`config.mk`:
```
export PLATFORM = sky130hd
export DESIGN_NAME = tmds_word_align_flat
export DESIGN_NICKNAME = d
export VERILOG_FILES = /design/src/rtl/tmds_word_align_if.sv /design/src/rtl/tmds_word_align.sv /design/src/flat_wrapper.sv
export SDC_FILE = /design/constraint.sdc
export NUM_CORES = 1
export LEC_CHECK = 0
export ABC_AREA = 1
export CORE_MARGIN = 5
export CORE_UTILIZATION = 59
export CTS_BUF_LIST = sky130_fd_sc_hd__clkbuf_8
export DETAILED_ROUTE_END_ITERATION = 8
export HOLD_SLACK_MARGIN = 0.1
export PLACE_DENSITY = 0.85
export SLEW_MARGIN = 20
export SYNTH_ARGS = -nofsm -noshare
export SYNTH_HDL_FRONTEND = slang
export SYNTH_SLANG_ARGS = --single-unit
```
`constraint.sdc`:
```
create_clock -name clk -period 2.2 [get_ports clk]
set_input_delay 0.22 -clock clk [delete_from_list [all_inputs] [get_ports clk]]
set_output_delay 0.22 -clock clk [all_outputs]
set_load 0.01 [all_outputs]
```
`src/rtl/tmds_word_align_if.sv`:
```
// Bundle between the 10:1 deserializer/decoder side and the TMDS word aligner.
// The aligner takes the slave view; the driving/observing side takes master.
interface tmds_word_align_if;
  logic [9:0] raw;
  logic [9:0] dout;
  logic       aligned;
  logic [3:0] offset;
  logic       lock_lost;

  modport master (output raw, input dout, input aligned, input offset, input lock_lost);
  modport slave  (input raw, output dout, output aligned, output offset, output lock_lost);
endinterface

```
`src/rtl/tmds_word_align.sv`:
```
// TMDS word aligner: searches the ten bit offsets of the deserializer stream for
// repeated control tokens, locks onto the offset producing them, and tracks loss.
module tmds_word_align #(
  parameter int HIT_THRESHOLD  = 16,
  parameter int SEARCH_TIMEOUT = 4096,
  parameter int LOSS_TIMEOUT   = 4096
) (
  input logic            clk,
  input logic            rst,
  tmds_word_align_if.slave bus
);

  localparam logic [0:0] S_SEARCH = 1'b0;
  localparam logic [0:0] S_LOCKED = 1'b1;

  localparam logic [7:0]  HIT_LAST    = 8'(HIT_THRESHOLD - 1);
  localparam logic [12:0] SEARCH_LAST = 13'(SEARCH_TIMEOUT - 1);
  localparam logic [12:0] LOSS_LAST   = 13'(LOSS_TIMEOUT - 1);

  function automatic logic is_token(input logic [9:0] w);
    return (w == 10'b1101010100) || (w == 10'b0010101011) ||
           (w == 10'b0101010100) || (w == 10'b1010101011);
  endfunction

  logic [9:0]  cur_p0;
  logic [9:0]  prev_p1;
  logic [9:0]  dout_p2;
  logic [19:0] hist;
  logic [9:0]  win;
  logic        tok;
  logic [0:0]  state;
  logic [3:0]  offset_r;
  logic [7:0]  hit_cnt;
  logic [12:0] timer;
  logic        lock_lost_r;

  // prev holds the older word, so bit 0 of hist is the earliest serial bit
  assign hist = {cur_p0, prev_p1};
  assign win  = 10'(hist >> offset_r);
  assign tok  = is_token(win);

  // stage p0/p1: deserializer word history
  always_ff @(posedge clk) begin
    if (rst) begin
      cur_p0  <= '0;
      prev_p1 <= '0;
    end else begin
      cur_p0  <= bus.raw;
      prev_p1 <= cur_p0;
    end
  end

  // stage p2: framed symbol out, registered in both states
  always_ff @(posedge clk) begin
    if (rst) dout_p2 <= '0;
    else     dout_p2 <= win;
  end

  always_ff @(posedge clk) begin
    if (rst) begin
      state       <= S_SEARCH;
      offset_r    <= 4'd0;
      hit_cnt     <= 8'd0;
      timer       <= 13'd0;
      lock_lost_r <= 1'b0;
    end else begin
      lock_lost_r <= 1'b0;
      if (state == S_SEARCH) begin
        // a lock on the timeout edge takes priority, so the offset holds
        if (tok && (hit_cnt == HIT_LAST)) begin
          state   <= S_LOCKED;
          hit_cnt <= 8'd0;
          timer   <= 13'd0;
        end else if (timer == SEARCH_LAST) begin
          offset_r <= (offset_r == 4'd9) ? 4'd0 : offset_r + 4'd1;
          hit_cnt  <= 8'd0;
          timer    <= 13'd0;
        end else begin
          hit_cnt <= tok ? hit_cnt + 8'd1 : 8'd0;
          timer   <= timer + 13'd1;
        end
      end else begin
        if (tok) begin
          timer <= 13'd0;
        end else if (timer == LOSS_LAST) begin
          state       <= S_SEARCH;
          lock_lost_r <= 1'b1;
          hit_cnt     <= 8'd0;
          timer       <= 13'd0;
        end else begin
          timer <= timer + 13'd1;
        end
      end
    end
  end

  assign bus.dout      = dout_p2;
  assign bus.aligned   = (state == S_LOCKED);
  assign bus.offset    = offset_r;
  assign bus.lock_lost = lock_lost_r;

endmodule

```
`src/flat_wrapper.sv`:
```
// flat-port wrapper written by rule: the top's interface ports become plain ports
module tmds_word_align_flat 
#(
  parameter int HIT_THRESHOLD  = 16,
  parameter int SEARCH_TIMEOUT = 4096,
  parameter int LOSS_TIMEOUT   = 4096
)
  (clk, rst, bus_raw, bus_dout, bus_aligned, bus_offset, bus_lock_lost);
  tmds_word_align_if bus_i ();
  input logic clk;
  input logic rst;
  input wire logic [$bits(bus_i.raw)-1:0] bus_raw;
  output wire logic [$bits(bus_i.dout)-1:0] bus_dout;
  output wire logic [$bits(bus_i.aligned)-1:0] bus_aligned;
  output wire logic [$bits(bus_i.offset)-1:0] bus_offset;
  output wire logic [$bits(bus_i.lock_lost)-1:0] bus_lock_lost;
  assign bus_i.raw = bus_raw;
  assign bus_dout = bus_i.dout;
  assign bus_aligned = bus_i.aligned;
  assign bus_offset = bus_i.offset;
  assign bus_lock_lost = bus_i.lock_lost;
  tmds_word_align #(.HIT_THRESHOLD(HIT_THRESHOLD), .SEARCH_TIMEOUT(SEARCH_TIMEOUT), .LOSS_TIMEOUT(LOSS_TIMEOUT)) u_core (.clk(clk), .rst(rst), .bus(bus_i));
endmodule
```
== Yosys cells after proc, flatten, opt, wreduce, memory -nomap -nowiden ==
Cells that the tools add are included.
Storage, ports and cells
  flip-flop bits (word level): 57
  latch bits: 0
  bits in writable memories: 0
  memory bits (read-only): 0
  bits of input ports: 12
  output and inout port bits: 16
  memories: 0
Operators by class
  add/subtract/negate cells: 3
  multiply operators: 0
  div/mod/pow operators: 0
  magnitude comparators: 0
  eq/ne operators: 9
  shift operators: 1
  mux-type cells: 16
  bitwise operators: 2
  reduce and logical (&&, ||, !) cells: 7
Operator list (count)
  two-way mux 13 bit: 4
  two-way mux 8 bit: 6
  equality test 10 bit, second input constant: 2
  >> shifter 20 x 4 -> 10 bit: 1
  adder 13 x 1 -> 13 bit, second input constant: 1
  equality test 13 x 12 -> 1 bit, second input constant: 1
  equality test 10 x 8 -> 1 bit, second input constant: 1
  equality test 10 x 9 -> 1 bit, second input constant: 1
  adder 8 x 1 -> 8 bit, second input constant: 1
  equality test 8 x 4 -> 1 bit, second input constant: 1
  two-way mux 1 bit: 5
  adder 4 x 1 -> 4 bit, second input constant: 1
  equality test 4 bit, second input constant: 1
  two-way mux 4 bit: 1
  != test 2 bit, second input constant: 2
  logical OR 1 bit: 3
  AND reduction 3 bit: 1
  OR reduction 3 bit: 1
  NOT 1 bit: 2
  AND reduction 2 bit: 1
  logical AND 1 bit: 1

== Logic depth before layout (Yosys ltp) ==
Gate-level depths: netlist of run 1.
  depth in word-level cells: 9
  gate-level depth with buffers: 19
  gate-level depth less buffers: 17

== Worst setup path after synthesis of run 1 ==
Ideal clock, no wire load.
  path type: reg-to-reg
  start point: register u_core.offset_r[0] (netlist: u_core.bus.offset[0])
  end point: register u_core.timer[2]
  setup time: 0.116 ns
  arrival time: 1.805 ns
  path slack: 0.280 ns
  cell stages (with the launch flop): 17
  buffers on the path: 3
  period minus slack after synthesis: 1.920 ns
  cells stage by stage: dfxtp_1 > buf_6 > inv_4 > buf_6 > nand2_2 > nand3_1 > nand3_1 > nand2_2 > a21boi_2 > nand3_1 > nor2_1 > nand2_2 > nand2_4 > nand2_1 > nand3_1 > buf_4 > nor2_1
On the way
  cells in the longest elaborated chain, start to end: 8
  elaborated cells on any way between the ends: 12
  classes of those cells: eq/ne: 4; shift: 1; mux: 3; reduce/logical: 4
RTL lines
  from (decl): line tmds_word_align.sv:32  | logic [3:0] offset_r;
  from (signal assigned): line tmds_word_align.sv:75  | offset_r <= (offset_r == 4'd9) ? 4'd0 : offset_r + 4'd1;
  >> shifter 20 x 4 -> 10 bit *: line tmds_word_align.sv:39  | assign win = 10'(hist >> offset_r);
  equality test 10 bit or equality test 10 x 8 -> 1 bit (tied branches): line tmds_word_align.sv:21  | return (w == 10'b1101010100) || (w == 10'b0010101011) ||
  logical OR 1 bit (2 in series): line tmds_word_align.sv:21
  logical OR 1 bit *: line tmds_word_align.sv:22  | (w == 10'b0101010100) || (w == 10'b1010101011);
  logical AND 1 bit: line tmds_word_align.sv:70  | if (tok && (hit_cnt == HIT_LAST)) begin
  two-way mux 13 bit: line tmds_word_align.sv:70
  two-way mux 13 bit *: line tmds_word_align.sv:68  | if (state == S_SEARCH) begin
  to (signal assigned): line tmds_word_align.sv:80  | timer <= timer + 13'd1;
  to (signal assigned): line tmds_word_align.sv:91  | timer <= timer + 13'd1;
  to (decl): line tmds_word_align.sv:34  | logic [12:0] timer;
Mark *: on every way between the ends. The rest lies on a longest branch, timed or not.
A chain may end at the register's enable or synchronous reset.

== Final worst setup path of run 1 ==
  start point: register u_core.offset_r[0] (netlist: u_core.bus.offset[0])
  end point: register u_core.timer[5]
Same word-level chain as after synthesis.

==> flow_summary.toml, run 1 <==
[critical_path]
start_kind = "flop"
crit_start = "u_core.bus.offset[0]"
slowest_delay_ps = 380
cp.arrival_ps = 2360
end_kind = "flop"
critical_path_class = "flop to flop"
crit_fanout = 13
critPathBufInv = 2
ff2ff_path_depth = 14
rrSetupSlack_ps = 80
path_common_cell = "nand3_1"
worst_ep_required_time_ps = 2430
path_cells = "buf_12 > nand2_1 > nand3_1 > nand3_1 > nand2_2 > a21oi_2 > nand3_1 > nor2_2 > nand2_2 > nand2_4 > nand2_1 > nand3_1 > buf_12 > nor3_1"
timing.rr.start = "u_core.bus.offset[0]"
cp_slowest_cell = "dfxtp_4"
reg2reg_to = "u_core.timer[5]"
crit_family = "simple AND/OR/NAND/NOR gates"

[timing]
tightest_slew_ps = 377
clock.fmax_mhz = 471
max_slew_margin_pct = 74.7
finalClockSkew_ps = 10.6
setup_viol = 0
hold_viol = 0
finalCritPeriodShare_pct = 96.6
fin_crit_ps = 2120
rsz0062_at_grt = "true"
report.final.slew_viol_count = 0

[clocking]
clk_latency_ps = 340
postCtsHoldBufs = 0
cts_root_buf = "clkbuf_8"
numCtsBuffers = 9
clkTransAtPathRegs_ps = 70
clk_path_buf_depth = 2
cts_sinks = 57
cts_tree = "yes"
cts_max_level = 3

[routing]
vias = 2978
final_antenna_net_count = 0
via_per_inst = 5.41
drcViolationCount = 0
firstDrtPassIters = 5
wl_per_cell_microns = 13.2
drt-initial-drc-count = 209
drt_wl_total_microns = 7260

[yosys]
yosysSeqAreaShare_pct = 37.8
async_reset_ff_share_pct = 0
synth.cell_area_sq_um = 3020
syn-num-nets = 454
synth.yosys.warnings = 0
ys_seq_elements = 57
avgSynthCellArea_sq_um = 6.86
netlist.area_leader.share_pct = 37.8
synth_edf_count = 0
synth_cell_type_count = 35
synth_cells = 440
synth_top_cell_by_area = "dfxtp_1"
synth_flop_cell = "dfxtp_1"
netlist_top_cells_area = "dfxtp_1, nand3_1, nand2_1"

[layout]
area_delta_synth_final_pct = 24.9
fin_area_sq_um = 3770
drive_above_1_share_pct = 19.2
nFillCells = 405
layout_common_cells = "nand2_1, nand3_1, dfxtp_1, nor2_1, inv_1"
stdcell_count = 550
final_common_cell = "nand2_1"
final_nets = 489
antenna_cells = 0
final_core_util_pct = 74.7

[floorplanning]
rows = 26
initial_utilization_pct = 59.9
io_pins = 28
dieWidth_microns = 81.5
die_h_microns = 81.5
core_area_sq_um = 5040
die_area_sq_um = 6650

[pwr]
p_seq_share_pct = 51.3
internal-power_mw = 1.59
vdd_ir_drop_max_uv = 531
pwr-share-clk_pct = 41.9
p_sw_uw = 510
p_per_area_nw_per_um2 = 556
p_comb_share_pct = 6.8
swShare_pct = 24.3
p_total_mw = 2.10
p_leak_nw = 1.61

[place]
dpl.hpwl_microns = 5090
place_inst = 529
placed_area_sq_um = 3370
gp_congestion = 0.924
port_buffers = 27

[grt]
grt_usage_pct = 22.4
antenna_found_initial = 0
grt-ovfl-total = 0
grt_pass1_vias = 2630
grt_max_degree = 26
grt_pass1_wl_microns = 11400

[hold_path]
worst_hold_startpoint = "bus_raw[9]"
hold_class = "input port to flop"
worstHoldPathCells = 3
hold_end = "u_core.cur_p0[9]"

[status]
status = "completed"

[job]
drv.max_cap_violation_count = 0
-- cells by family after synthesis --
logic type               synth area share (%)
AO/OA/AOI/OAI                            5.72
XOR/XNOR                                 4.35
buffers and inverters                    9.62
AND/OR/NAND/NOR                          41.7
adder cells (fa/ha/maj)                 0.829
flip-flops                               37.8
-- metrics by stage --
step | worst slack, ps | setup TNS (ps) | hold slack, ps
2_1_floorplan | 280 | 0 | 327
6_report | 75.2 | 0 | 394
3_5_place_dp | 79.9 | 0 | 433
5_1_grt | -45.5 | -465 | 388
4_1_cts | 52.3 | 0 | 387
3_3_place_gp | 128 | 0 | 428
-- synth_stat cells (3+ instances only) --
| cell | instances |
|---|---|
| nand2_1 | 94 |
| nand3_1 | 85 |
| dfxtp_1 | 57 |
| nor2_1 | 57 |
| inv_1 | 41 |
| a21oi_1 | 14 |
| xor2_1 | 11 |
| nand2_2 | 9 |
| buf_2 | 8 |
| nand4_1 | 7 |
| nor3_1 | 7 |
| a21oi_2 | 5 |
| clkbuf_1 | 5 |
| inv_2 | 4 |
| xnor2_1 | 4 |
| buf_4 | 3 |
| buf_6 | 3 |
| nand3b_1 | 3 |
| o21ai_0 | 3 |
-- registers in the layout (all words and copies together), names as in the netlist --
signal and count:
u_core.bus.dout 10, u_core.bus.lock_lost 1, u_core.timer 13, u_core.prev_p1 10, u_core.cur_p0 10, u_core.bus.aligned 1
u_core.hit_cnt 8, u_core.bus.offset 4
-- layout make-up --
| cell class | instances | area (sq um) | area share, % |
|---|---|---|---|
| Multi-Input combinational cell | 318 | 1730 | 45.9 |
| Timing Repair Buffer | 43 | 437 | 11.6 |
| Tap cell | 70 | 87.6 | 2.32 |
| Clock buffer | 11 | 151 | 4.02 |
| Clock inverter | 5 | 31.3 | 0.830 |
| Inverter | 46 | 183 | 4.85 |
| Sequential cell | 57 | 1150 | 30.4 |
-- power by group through the flow --
stage          clock network (mW)  logic [mW]  registers, mW
2_1_floorplan                   0      0.0766           1.10
3_3_place_gp                    0       0.128           1.10
3_5_place_dp                    0       0.130           1.10
4_1_cts                     0.891       0.130           1.08
5_1_grt                     0.959       0.157           1.08
6_report                    0.879       0.142           1.08
-- worst max-delay path by stage --
| stage | endpoint | slack (ps) | depth (start not counted) |
|---|---|---|---|
| 2_1_floorplan | u_core.timer[2] | 280 | 16 |
| 3_3_place_gp | u_core.timer[6] | 130 | 11 |
| 3_5_place_dp | u_core.timer[6] | 80 | 11 |
| 4_1_cts | u_core.timer[6] | 50 | 11 |
| 5_1_grt | u_core.timer[8] | -50 | 10 |
| 6_report | u_core.timer[5] | 80 | 14 |
-- repair_timing --
action	CTS	global route
setup endpoints to repair	0	26
setup buffers	0	4
gates resized for setup	0	44
-- per-layer routing --
layer | vias up | global-route usage (%) | wire length (microns)
li1 | 1493 | - | -
met2 | 133 | 35.3 | 3410
met5 | - | 0 | 0
met1 | 1334 | 28.1 | 3080
met3 | 18 | 6.36 | 617
met4 | 0 | 10.6 | 154
-- tightest hold or removal path, delay by kind of cell --
kind / cells / cell delay (ps)
and+or+nand+nor: 1 / 30
buffers and inverters: 2 / 440
No activity file was read; power rests on OpenSTA's default activity.
==> inputs of run 2 (changes only) <==
--- a/config.mk
+++ b/config.mk
@@ -6,6 +6,7 @@
 export NUM_CORES = 1
 export LEC_CHECK = 0
 export ABC_AREA = 1
+export CAP_MARGIN = 20
 export CORE_MARGIN = 5
 export CORE_UTILIZATION = 59
 export CTS_BUF_LIST = sky130_fd_sc_hd__clkbuf_8
==> results of run 2 <==
Same layout as run 1: the final DEF is identical, and so are final timing and power.
==> inputs of run 3 (changes only) <==
--- a/config.mk
+++ b/config.mk
@@ -6,7 +6,6 @@
 export NUM_CORES = 1
 export LEC_CHECK = 0
 export ABC_AREA = 1
-export CAP_MARGIN = 20
 export CORE_MARGIN = 5
 export CORE_UTILIZATION = 59
 export CTS_BUF_LIST = sky130_fd_sc_hd__clkbuf_8
==> results of run 3 <==
Same layout as run 1: the final DEF is identical, and so are final timing and power.
